==> config.mk <==
export PLATFORM = sky130hd
export DESIGN_NAME = uart_tx_fifo
export DESIGN_NICKNAME = d
export VERILOG_FILES = /design/src/rtl/uart_tx_fifo.sv
export SDC_FILE = /design/constraint.sdc
export NUM_CORES = 1
export LEC_CHECK = 0
export CAP_MARGIN = 10
export CORE_MARGIN = 2
export CORE_UTILIZATION = 50
export CTS_BUF_LIST = sky130_fd_sc_hd__clkbuf_8 sky130_fd_sc_hd__clkbuf_16
export DETAILED_ROUTE_END_ITERATION = 7
export GPL_ROUTABILITY_DRIVEN = 0
export PLACE_DENSITY = 0.69
export SLEW_MARGIN = 10
export SYNTH_ARGS = -nofsm -noshare
export SYNTH_HDL_FRONTEND = slang
export SYNTH_SLANG_ARGS = --single-unit
==> constraint.sdc <==
create_clock -name clk -period 6.75 [get_ports clk]
set_input_delay 1.0125 -clock clk [delete_from_list [all_inputs] [get_ports clk]]
set_output_delay 1.0125 -clock clk [all_outputs]
set_load 0.02 [all_outputs]
==> src/rtl/uart_tx_fifo.sv <==
// Buffered 8N1 UART transmitter: a circular byte FIFO feeding a start/data/stop
// serializer that chains queued bytes back to back with no idle gap.
module uart_tx_fifo #(
  parameter int CLKS_PER_BIT = 868,
  parameter int DEPTH        = 16
) (
  input  logic                         clk,
  input  logic                         reset,
  input  logic                         we,
  input  logic [7:0]                   din,
  output logic                         txd,
  output logic                         busy,
  output logic                         full,
  output logic                         empty,
  output logic [$clog2(DEPTH+1)-1:0]   count,
  output logic                         overflow
);

  localparam int AW = $clog2(DEPTH);
  localparam int CW = $clog2(DEPTH + 1);
  localparam int BW = $clog2(CLKS_PER_BIT);
  localparam logic [BW-1:0] BAUD_MAX   = BW'(CLKS_PER_BIT - 1);
  localparam logic [CW-1:0] COUNT_FULL = CW'(DEPTH);

  typedef enum logic [1:0] {IDLE, START, DATA, STOP} state_t;

  state_t          state, state_next;
  logic [BW-1:0]   baud, baud_next;
  logic [2:0]      bit_cnt, bit_next;
  logic [7:0]      shift, shift_next;
  logic [AW-1:0]   wr_ptr, rd_ptr;
  logic [CW-1:0]   count_next;
  logic [7:0]      mem [DEPTH];
  logic            push, pop, txd_next;

  // full is the registered pre-edge value, so a full FIFO drops the byte even
  // if the serializer pops on the same edge.
  assign push = we & ~full;

  always_comb begin
    state_next = state;
    baud_next  = baud + BW'(1);
    bit_next   = bit_cnt;
    shift_next = shift;
    pop        = 1'b0;
    unique case (state)
      IDLE: begin
        baud_next = '0;
        if (!empty) begin
          pop        = 1'b1;
          shift_next = mem[rd_ptr];
          bit_next   = 3'd0;
          state_next = START;
        end
      end
      START: begin
        if (baud == BAUD_MAX) begin
          baud_next  = '0;
          state_next = DATA;
        end
      end
      DATA: begin
        if (baud == BAUD_MAX) begin
          baud_next  = '0;
          shift_next = {1'b0, shift[7:1]};
          bit_next   = bit_cnt + 3'd1;
          if (bit_cnt == 3'd7) state_next = STOP;
        end
      end
      STOP: begin
        if (baud == BAUD_MAX) begin
          baud_next = '0;
          if (!empty) begin
            pop        = 1'b1;
            shift_next = mem[rd_ptr];
            bit_next   = 3'd0;
            state_next = START;
          end else begin
            state_next = IDLE;
          end
        end
      end
      default: state_next = IDLE;
    endcase
  end

  // txd is registered from the next state so the line changes on the same
  // edge as the state it reflects.
  always_comb begin
    txd_next = 1'b1;
    unique case (state_next)
      START:   txd_next = 1'b0;
      DATA:    txd_next = shift_next[0];
      default: txd_next = 1'b1;
    endcase
  end

  always_comb begin
    count_next = count;
    unique case ({push, pop})
      2'b10:   count_next = count + CW'(1);
      2'b01:   count_next = count - CW'(1);
      default: count_next = count;
    endcase
  end

  always_ff @(posedge clk) begin
    if (push) mem[wr_ptr] <= din;
  end

  always_ff @(posedge clk) begin
    if (reset) begin
      state    <= IDLE;
      baud     <= '0;
      bit_cnt  <= 3'd0;
      shift    <= 8'h00;
      wr_ptr   <= '0;
      rd_ptr   <= '0;
      count    <= '0;
      full     <= 1'b0;
      empty    <= 1'b1;
      busy     <= 1'b0;
      txd      <= 1'b1;
      overflow <= 1'b0;
    end else begin
      state    <= state_next;
      baud     <= baud_next;
      bit_cnt  <= bit_next;
      shift    <= shift_next;
      if (push) wr_ptr <= wr_ptr + AW'(1);
      if (pop)  rd_ptr <= rd_ptr + AW'(1);
      count    <= count_next;
      full     <= (count_next == COUNT_FULL);
      empty    <= (count_next == '0);
      busy     <= (state_next != IDLE) | (count_next != '0);
      txd      <= txd_next;
      overflow <= overflow | (we & full);
    end
  end

endmodule

After elaboration in Yosys (flattened, before gate mapping):

Memories as Yosys holds them, arrays and structs flattened. A register that Yosys moved wholly into a read port is not among the register bits.
Cells that the tools add are included.
Widths: inputs -> output; s select.

* multiplexer cells: 26
* bitwise gates (word level): 5
* reductions and logical operators: 7
* add/subtract/negate cells: 6
* eq/ne operators: 12

Operators with widths (count)
* $mux 8: 3
* $pmux 8 s3: 1
* $pmux 10 s2: 1
* $add 10x1->10 const B: 1
* $eq 10x10->1 const B: 1
* $mux 10: 1
* $mux 2: 5
* $pmux 5 s2: 1
* $mux 3: 3
* $pmux 3 s3: 1
* $add 4x1->4 const B: 2
* $eq 2x2->1 const B: 4
* $mux 4: 2
* $pmux 2 s4: 1
* $eq 2x1->1 const B: 3
* $add 5x1->5 const B: 1
* $eq 5x5->1 const B: 1
* $logic_not 5->1: 1
* $mux 1: 5
* $reduce_bool 5->1: 1
* $sub 5x1->5 const B: 1
* $ne 2x2->1 const B: 2
* $pmux 1 s2: 2
* $add 3x1->3 const B: 1
* other kinds (9): 11

* memories: 1
* logic and storage cells: 70
* bits in writable memories: 128
* input bits: 11
* flip-flop bits (word level): 41

Memories
* mem: depth 16, bits a word 8, read ports 1, clocked after Yosys merged registers in 1, wr ports 1, RTL line 33 `logic [7:0] mem [DEPTH];`

Longest topological paths before layout:

Gate-level depths: netlist of the first run.

* depth in word-level cells: 7
* mapped depth: 13
* depth with buffers taken out: 13

Least setup slack after synthesis of the first run:

Ideal clock, no wire load.

* path kind: input-to-reg
* from: in we
* to: reg busy
* stages on the path: 11
* data required time: 6.607 ns
* path slack: 3.606 ns
* path buffers: 0
* arrival time: 3.002 ns
* path through: nor2b_1 -> nand2b_1 -> nor2_4 -> xor2_1 -> ha_1 -> a21oi_1 -> nand2_1 -> mux2_2 -> o211a_1 -> a211oi_1 -> a41oi_1

* longest elaborated chain between the ends: 5
* elaborated cells on any way between the ends: 6

Ends and longest elaborated chain
* start, declared: RTL line 9 `input logic we,`
* $and 1x1->1 (*): RTL line 38 `assign push = we & ~full;`
* $eq 2x1->1 or $eq 2x2->1 (tied branches): RTL line 100 `unique case ({push, pop})`
* $pmux 5 s2 (*): RTL line 100
* $reduce_bool 5->1 (*): RTL line 135 `busy <= (state_next != IDLE) | (count_next != '0);`
* $or 1x1->1 (*): RTL line 135
* end signal, assigned: RTL line 135
* end, declared: RTL line 12 `output logic busy,`

Every way passes the cells marked *; elsewhere a longest branch is shown, timed or not.
A chain may end at the register's enable or synchronous reset.

Worst setup path in the final report of the first run:

Ends and elaborated chain as after synthesis.

==> results.cfg, run 1 <==
[run_status]
status = complete, no violations

[min_path]
hold_wc_path_type = reg2reg
worstHoldEndpoint = shift[6]$_SDFFE_PP0P_
hold_path_startpoint = shift[6]$_SDFFE_PP0P_
worst_hold_path.num_cells = 2

[sta]
hold_viol_final = 0
timing.clock.skew_ns = 0.006360
finalCritPeriodShare = 0.5988
max_freq_mhz = 247.4
timing_max_transition_violations_final = 0
report.final.setup_viol = 0
fin_setup_tns_ns = 0
rsz_0062_raised_after_global_routing = no
layout_min_cycle_time_ns = 4.042
layout_setup_ws_ns = 2.708
max_slew_margin = 0.2490
final.hold.worst_slack_ns = 0.4680
measured_slew_at_the_worst_slew_check_pin_ns = 1.126

[logic_synthesis]
seq_area_frac_synth = 0.6509
synth-xor-area-share = 0.02163
synth_compound_gate_area_share = 0.04806
synth_fp_nets = 484
main_combinational_cell_family_by_area_after_synthesis = multiplexers
yosys.area_share.adder = 0.02575
post_synthesis_async_set_or_reset_flop_share = 0
synth.mux.area_fraction = 0.1385
ys_dominant_reg_cell = sky130_fd_sc_hd__edfxtp_1
synth_simple_gate_area_share = 0.08943
synthesized_flop_and_latch_total = 173
largest_cells_by_area_after_synthesis = sky130_fd_sc_hd__edfxtp_1 (53%), sky130_fd_sc_hd__dfxtp_1 (12%), sky130_fd_sc_hd__mux4_2 (7.7%), sky130_fd_sc_hd__mux4_1 (5.4%), sky130_fd_sc_hd__nor2_1 (3.1%)
synth_cell_types = 60
syn-cell-area_um2 = 7289
synth_area_per_cell_um2 = 15.92
synth_area_leader_cell = sky130_fd_sc_hd__edfxtp_1
netlist.area_leader.share = 0.5273
yosysWarningCount = 0
syn-instance-count = 458
number_of_enable_flip_flop_cells_after_synthesis = 128

[critical_path]
worstPathCellList = clkdlybuf4s50_1 > nor2b_1 > nand2b_1 > nor2_4 > xor2_1 > ha_1 > a21oi_1 > nand2_1 > mux2_2 > o211a_1 > a211oi_1 > a41oi_1
critical_path_class = in2reg
critical_path.max_fanout = 11
cpMaxStageDelayCell = sky130_fd_sc_hd__nor2b_1
crit_path_max_cell_delay_ns = 0.57
timing.critical_path.from_type = input port
timing.rr.end = busy$_SDFF_PP0_
setup.worst_path.end_class = register
reg2reg_depth = 10
crit_required_ns = 7.03
cp_data_arrival_time_ns = 4.32
reg2reg_from = state[1]$_SDFF_PP0_
regToRegSetupSlack_ns = 3.13

[die]
floorplan.die.height_um = 124.7
floorplan.rows = 44
placeableCoreArea_um2 = 14370
pin_count = 21
die_area_um2 = 15560
initial_utilization = 0.5073
die_w_um = 124.7

[finish]
area.growth.synth_to_final_pct = 11.72
post-route-cell-area_um2 = 8144
final-seq-area_um2 = 4747
area_occupied_by_multi_input_gates_um2 = 2357
post_layout_net_count = 508
finish.utilization = 0.5668
layout.cells.non_filler = 677
antennaDiodeCount = 0
final_layout_size_suffix_gt1_frac = 0.1400
fillCellCount = 1096

[clock_network]
htree_levels = 4
worstSkewPairLatency_ns = 0.42
cts_resized = 0
clock_path_buffers = 2
cts_root_buffer = sky130_fd_sc_hd__clkbuf_16
cts_inserted_buffers = 17
clock_slew_at_the_register_clock_pins_of_the_worst_setup_and_hold_paths_ns = 0.06
cts_post_setup_buffers_inserted = 0
ctsHoldBuffers = 0
tritoncts_clock_tree = yes
tritoncts_num_sinks = 173

[routing]
drt-initial-drc-count = 281
antenna_left = 0
drt-vias-per-instance = 5.812
via_count = 3935
detail_route.first_pass.iterations = 5
route.detailed.drc = 0
routed_wire_length_per_instance_um = 18.90
routed_wl_um = 12790

[global_route]
groute.usage.overall = 0.1756
grt_max_degree = 33
grt_first_pass_wirelength_um = 20820
antenna_found_initial = 0
grt.overflow.total = 0
first_global_vias = 3958

[power_and_ir_drop]
max-vdd-ir-drop_v = 0.0001980
fin_total_pwr_mw = 2.843
power_leakage_nw = 2.655
power_frac_clock = 0.316
power.switching_fraction = 0.2827
internal_power_component_mw = 2.040
combPwrFrac = 0.217
power_density_nw_per_um2 = 349.1
power_switching_mw = 0.8037
sequential_fraction_of_design_power = 0.467

[placement]
dpl.cell_count = 647
placed_area_um2 = 7602
io_buffers = 20
place.detailed.hpwl_um = 8578
dp_slack_ns = 2.281

[flow_run]
cap_violations = 0
==> kinds of logic after synthesis <==
| logic type | Yosys count |
|---|---|
| AOI/OAI and AO/OA | 48 |
| xor gates and xnor gates | 18 |
| adders and majority gates | 15 |
| buffers and inverters | 28 |
| DFF | 173 |
| muxes | 45 |
| and+or+nand+nor | 131 |
==> Yosys cell counts (all sizes together) (6+ instances only) <==
cell type	number
a21oi	12
nand2	17
mux4	40
o21ai	11
xnor2	8
nand3	7
dfxtp	45
nand2b	8
inv	8
a222oi	6
edfxtp	128
clkbuf	10
xor2	10
ha	15
nor2	61
buf	10
nor3	9
==> worst max-delay path by stage <==
stage	from	to	slack, ns	cells past startpoint
4_1_cts	we	busy$_SDFF_PP0_	2.73	12
3_5_place_dp	we	busy$_SDFF_PP0_	2.28	12
5_1_grt	we	busy$_SDFF_PP0_	2.54	12
3_3_place_gp	we	busy$_SDFF_PP0_	2.48	12
6_report	we	busy$_SDFF_PP0_	2.71	12
2_1_floorplan	we	busy$_SDFF_PP0_	3.61	11
==> cell type report <==
class                      instances  share of cell area
clock buffer                      17             0.05224
timing repair buffer              25             0.02919
tap                              184             0.02827
inverter                           8            0.003687
clock inverter                    13             0.01429
multi-input combinational        257              0.2894
sequential                       173              0.5829
==> power groups by stage <==
stage / Sequential (mW) / Combinational, mW / Clock (mW)
after floorplan: 1.29 / 0.538 / 0
after global placement: 1.35 / 0.599 / 0
after detailed placement: 1.35 / 0.618 / 0
after CTS: 1.33 / 0.621 / 0.917
after global routing: 1.35 / 0.670 / 0.969
final: 1.33 / 0.617 / 0.898
==> cell usage in the layout, fill, tap and decap left out, types with 8 or more instances in the layout <==
| master | Yosys | final |
|---|---|---|
| sky130_fd_sc_hd__clkbuf_16 | 0 | 17 |
| sky130_fd_sc_hd__dfxtp_1 | 45 | 43 |
| sky130_fd_sc_hd__clkdlybuf4s50_1 | 0 | 20 |
| sky130_fd_sc_hd__mux4_1 | 15 | 15 |
| sky130_fd_sc_hd__xor2_1 | 10 | 10 |
| sky130_fd_sc_hd__mux4_2 | 25 | 25 |
| sky130_fd_sc_hd__a21oi_1 | 12 | 12 |
| sky130_fd_sc_hd__edfxtp_1 | 128 | 128 |
| sky130_fd_sc_hd__nor3_1 | 8 | 8 |
| sky130_fd_sc_hd__nor2_1 | 60 | 60 |
| sky130_fd_sc_hd__nand2b_1 | 8 | 8 |
| sky130_fd_sc_hd__nand2_1 | 17 | 17 |
| sky130_fd_sc_hd__xnor2_1 | 8 | 8 |
| sky130_fd_sc_hd__ha_1 | 15 | 15 |
| sky130_fd_sc_hd__inv_1 | 8 | 8 |
==> metal layers <==
layer	up-vias	global-route usage	part of all wire	wire length, um
li1	1837	-	-	-
met1	1990	0.2211	0.44	5581
met2	90	0.2970	0.51	6502
met3	18	0.04768	0.041	525
met4	0	0.05618	0.014	183
met5	-	0	0	0
==> worst max-delay path: cells and delay by family <==
family	cells	cell delay, ns
xor gates and xnor gates	1	0.15
AOI/OAI and AO/OA	4	1.09
and+or+nand+nor	4	1.09
muxes	1	0.27
buffers and inverters	1	0.47
adders and majority gates	1	0.23
==> flip-flops by register name (all words and copies together), names as in the netlist, 2 cells and up, named ones only <==
signal and cells:
count 5, rd_ptr 4, baud 10, state 2
wr_ptr 4, bit_cnt 3, mem 128, shift 8
Note: power is estimated with default switching activity, not from simulation.
==> run 2: changes to the inputs <==
- clock period: 6.75 -> 3.91 ns (I/O delays scaled with it)
==> run 2 against run 1 <==
Compared with the run above:
- routed wire length rose by 1.6%
- utilization rose by 0.64 points
- via count fell by 1.1%
- register-to-register slack got worse by 2.6 ns
- critical path depth fell by 2
- clock power rose by 93%
- critical endpoint unchanged
- highest routed layer unchanged
==> results.cfg, run 2 (synthesis results as in run 1) <==
[run_status]
status = complete, no violations

[finish]
mostFrequentLayoutCell = sky130_fd_sc_hd__edfxtp_1
final_layout_size_suffix_gt1_frac = 0.1506
reg.largest.list = mem (128), baud (10), shift (8)
largest_register_ff_count = 128
fillCellCount = 1074
area_occupied_by_multi_input_gates_um2 = 2357
post_layout_net_count = 512
largest_register = mem
antennaDiodeCount = 0
post-route-cell-area_um2 = 8235
layout.cells.non_filler = 682
final-seq-area_um2 = 4746
area.growth.synth_to_final_pct = 12.98
layout.cells.most_common_list = sky130_fd_sc_hd__edfxtp_1 (128), sky130_fd_sc_hd__nor2_1 (60), sky130_fd_sc_hd__dfxtp_1 (44), sky130_fd_sc_hd__mux4_2 (25), sky130_fd_sc_hd__clkdlybuf4s50_1 (20)

[critical_path]
critical_path.max_fanout = 9
cp_data_arrival_time_ns = 3.71
crit_required_ns = 4.19
timing.rr.end = busy$_SDFF_PP0_
reg2reg_from = state[0]$_SDFF_PP0_
timing.critical_path.from_type = register
critical_path.startpoint = state[0]$_SDFF_PP0_
regToRegSetupSlack_ns = 0.48
critPathCapture = busy$_SDFF_PP0_
reg2reg_depth = 10
critical_path_class = reg2reg
setup.worst_path.end_class = register

[power_and_ir_drop]
power_leakage_nw = 2.712
fin_total_pwr_mw = 5.107
power_density_nw_per_um2 = 620.1
max-vdd-ir-drop_v = 0.0003799

[sta]
timing.clock.skew_ns = 0.01281
layout_min_cycle_time_ns = 3.425
timing_max_transition_violations_final = 0
finalCritPeriodShare = 0.8760
fin_setup_tns_ns = 0
rsz_0062_raised_after_global_routing = no
layout_setup_ws_ns = 0.4850
measured_slew_at_the_worst_slew_check_pin_ns = 0.8859
max_freq_mhz = 292.0
hold_viol_final = 0
report.final.setup_viol = 0
max_slew_margin = 0.4073

[min_path]
hold_wc_path_type = reg2reg

[global_route]
antenna_found_initial = 0
groute.usage.overall = 0.1760
grt.overflow.total = 0
first_global_vias = 3892
grt_max_degree = 33
grt_first_pass_wirelength_um = 20850

[clock_network]
worstSkewPairLatency_ns = 0.43
tritoncts_num_sinks = 173
cts_root_buffer = sky130_fd_sc_hd__clkbuf_16
clock_path_buffers = 2
htree_levels = 4
cts_resized = 0
cts_inserted_buffers = 17
ctsHoldBuffers = 0
tritoncts_clock_tree = yes
clock_slew_at_the_register_clock_pins_of_the_worst_setup_and_hold_paths_ns = 0.06
cts_post_setup_buffers_inserted = 0

[routing]
route.detailed.drc = 0
drt-vias-per-instance = 5.705
via_count = 3891
detail_route.first_pass.iterations = 5
drt-initial-drc-count = 422
routed_wire_length_per_instance_um = 19.06
antenna_left = 0
routed_wl_um = 13000

[placement]
place.detailed.hpwl_um = 8712
dpl.cell_count = 651
dp_slack_ns = 0.4476
io_buffers = 20
placed_area_um2 = 7631

[die]
placeableCoreArea_um2 = 14370
die_w_um = 124.7
initial_utilization = 0.5073
pin_count = 21
die_area_um2 = 15560
floorplan.die.height_um = 124.7
floorplan.rows = 44

[flow_run]
cap_violations = 0
-- run 2: critical path, cell delays in order, from the launching register on --
cell and delay (ns):
sky130_fd_sc_hd__dfxtp_1 0.42, sky130_fd_sc_hd__ha_1 0.29, sky130_fd_sc_hd__nor4bb_2 0.41, sky130_fd_sc_hd__a31oi_4 0.23, sky130_fd_sc_hd__nor3_2 0.35, sky130_fd_sc_hd__ha_1 0.37
sky130_fd_sc_hd__a21oi_1 0.19, sky130_fd_sc_hd__mux2_2 0.31, sky130_fd_sc_hd__o211a_1 0.23, sky130_fd_sc_hd__a211oi_1 0.31, sky130_fd_sc_hd__a41oi_1 0.17
-- run 2: worst min path at each step --
stage                                startpoint               endpoint  slack [ns]  cells past startpoint
after floorplan              baud[0]$_SDFF_PP0_     baud[0]$_SDFF_PP0_        0.43                      1
after global placement       baud[0]$_SDFF_PP0_     baud[0]$_SDFF_PP0_        0.44                      1
after detailed placement     baud[0]$_SDFF_PP0_     baud[0]$_SDFF_PP0_        0.46                      1
after CTS                 shift[5]$_SDFFE_PP0P_  shift[5]$_SDFFE_PP0P_        0.47                      2
after global routing      shift[1]$_SDFFE_PP0P_  shift[1]$_SDFFE_PP0P_        0.49                      2
final                        baud[0]$_SDFF_PP0_     baud[0]$_SDFF_PP0_        0.47                      1
-- run 2: where the power goes --
group	internal (mW)	total (mW)	switching, mW
registers	2.08	2.24	0.152
clock network	1.02	1.73	0.715
logic	0.579	1.14	0.561
-- run 2: per-layer routing --
metal	GRT usage	wire (um)
met5	0	0
met4	0.06213	173
met3	0.04210	434
met2	0.2944	6642
met1	0.2258	5747
-- run 2: layout make-up --
type                            count  area share
Timing Repair Buffer               29     0.03251
Multi-Input combinational cell    257      0.2862
Clock inverter                     14     0.02173
Inverter                            8    0.003646
Sequential cell                   173      0.5763
Clock buffer                       17     0.05166
Tap cell                          184     0.02796
-- run 2: metrics by stage --
stage,utilization,hold slack [ns]
5_1_grt,0.5731,0.4930
2_1_floorplan,-,0.4260
3_3_place_gp,0.5311,0.4412
3_5_place_dp,0.5311,0.4586
6_report,0.5731,0.4681
4_1_cts,0.5731,0.4714
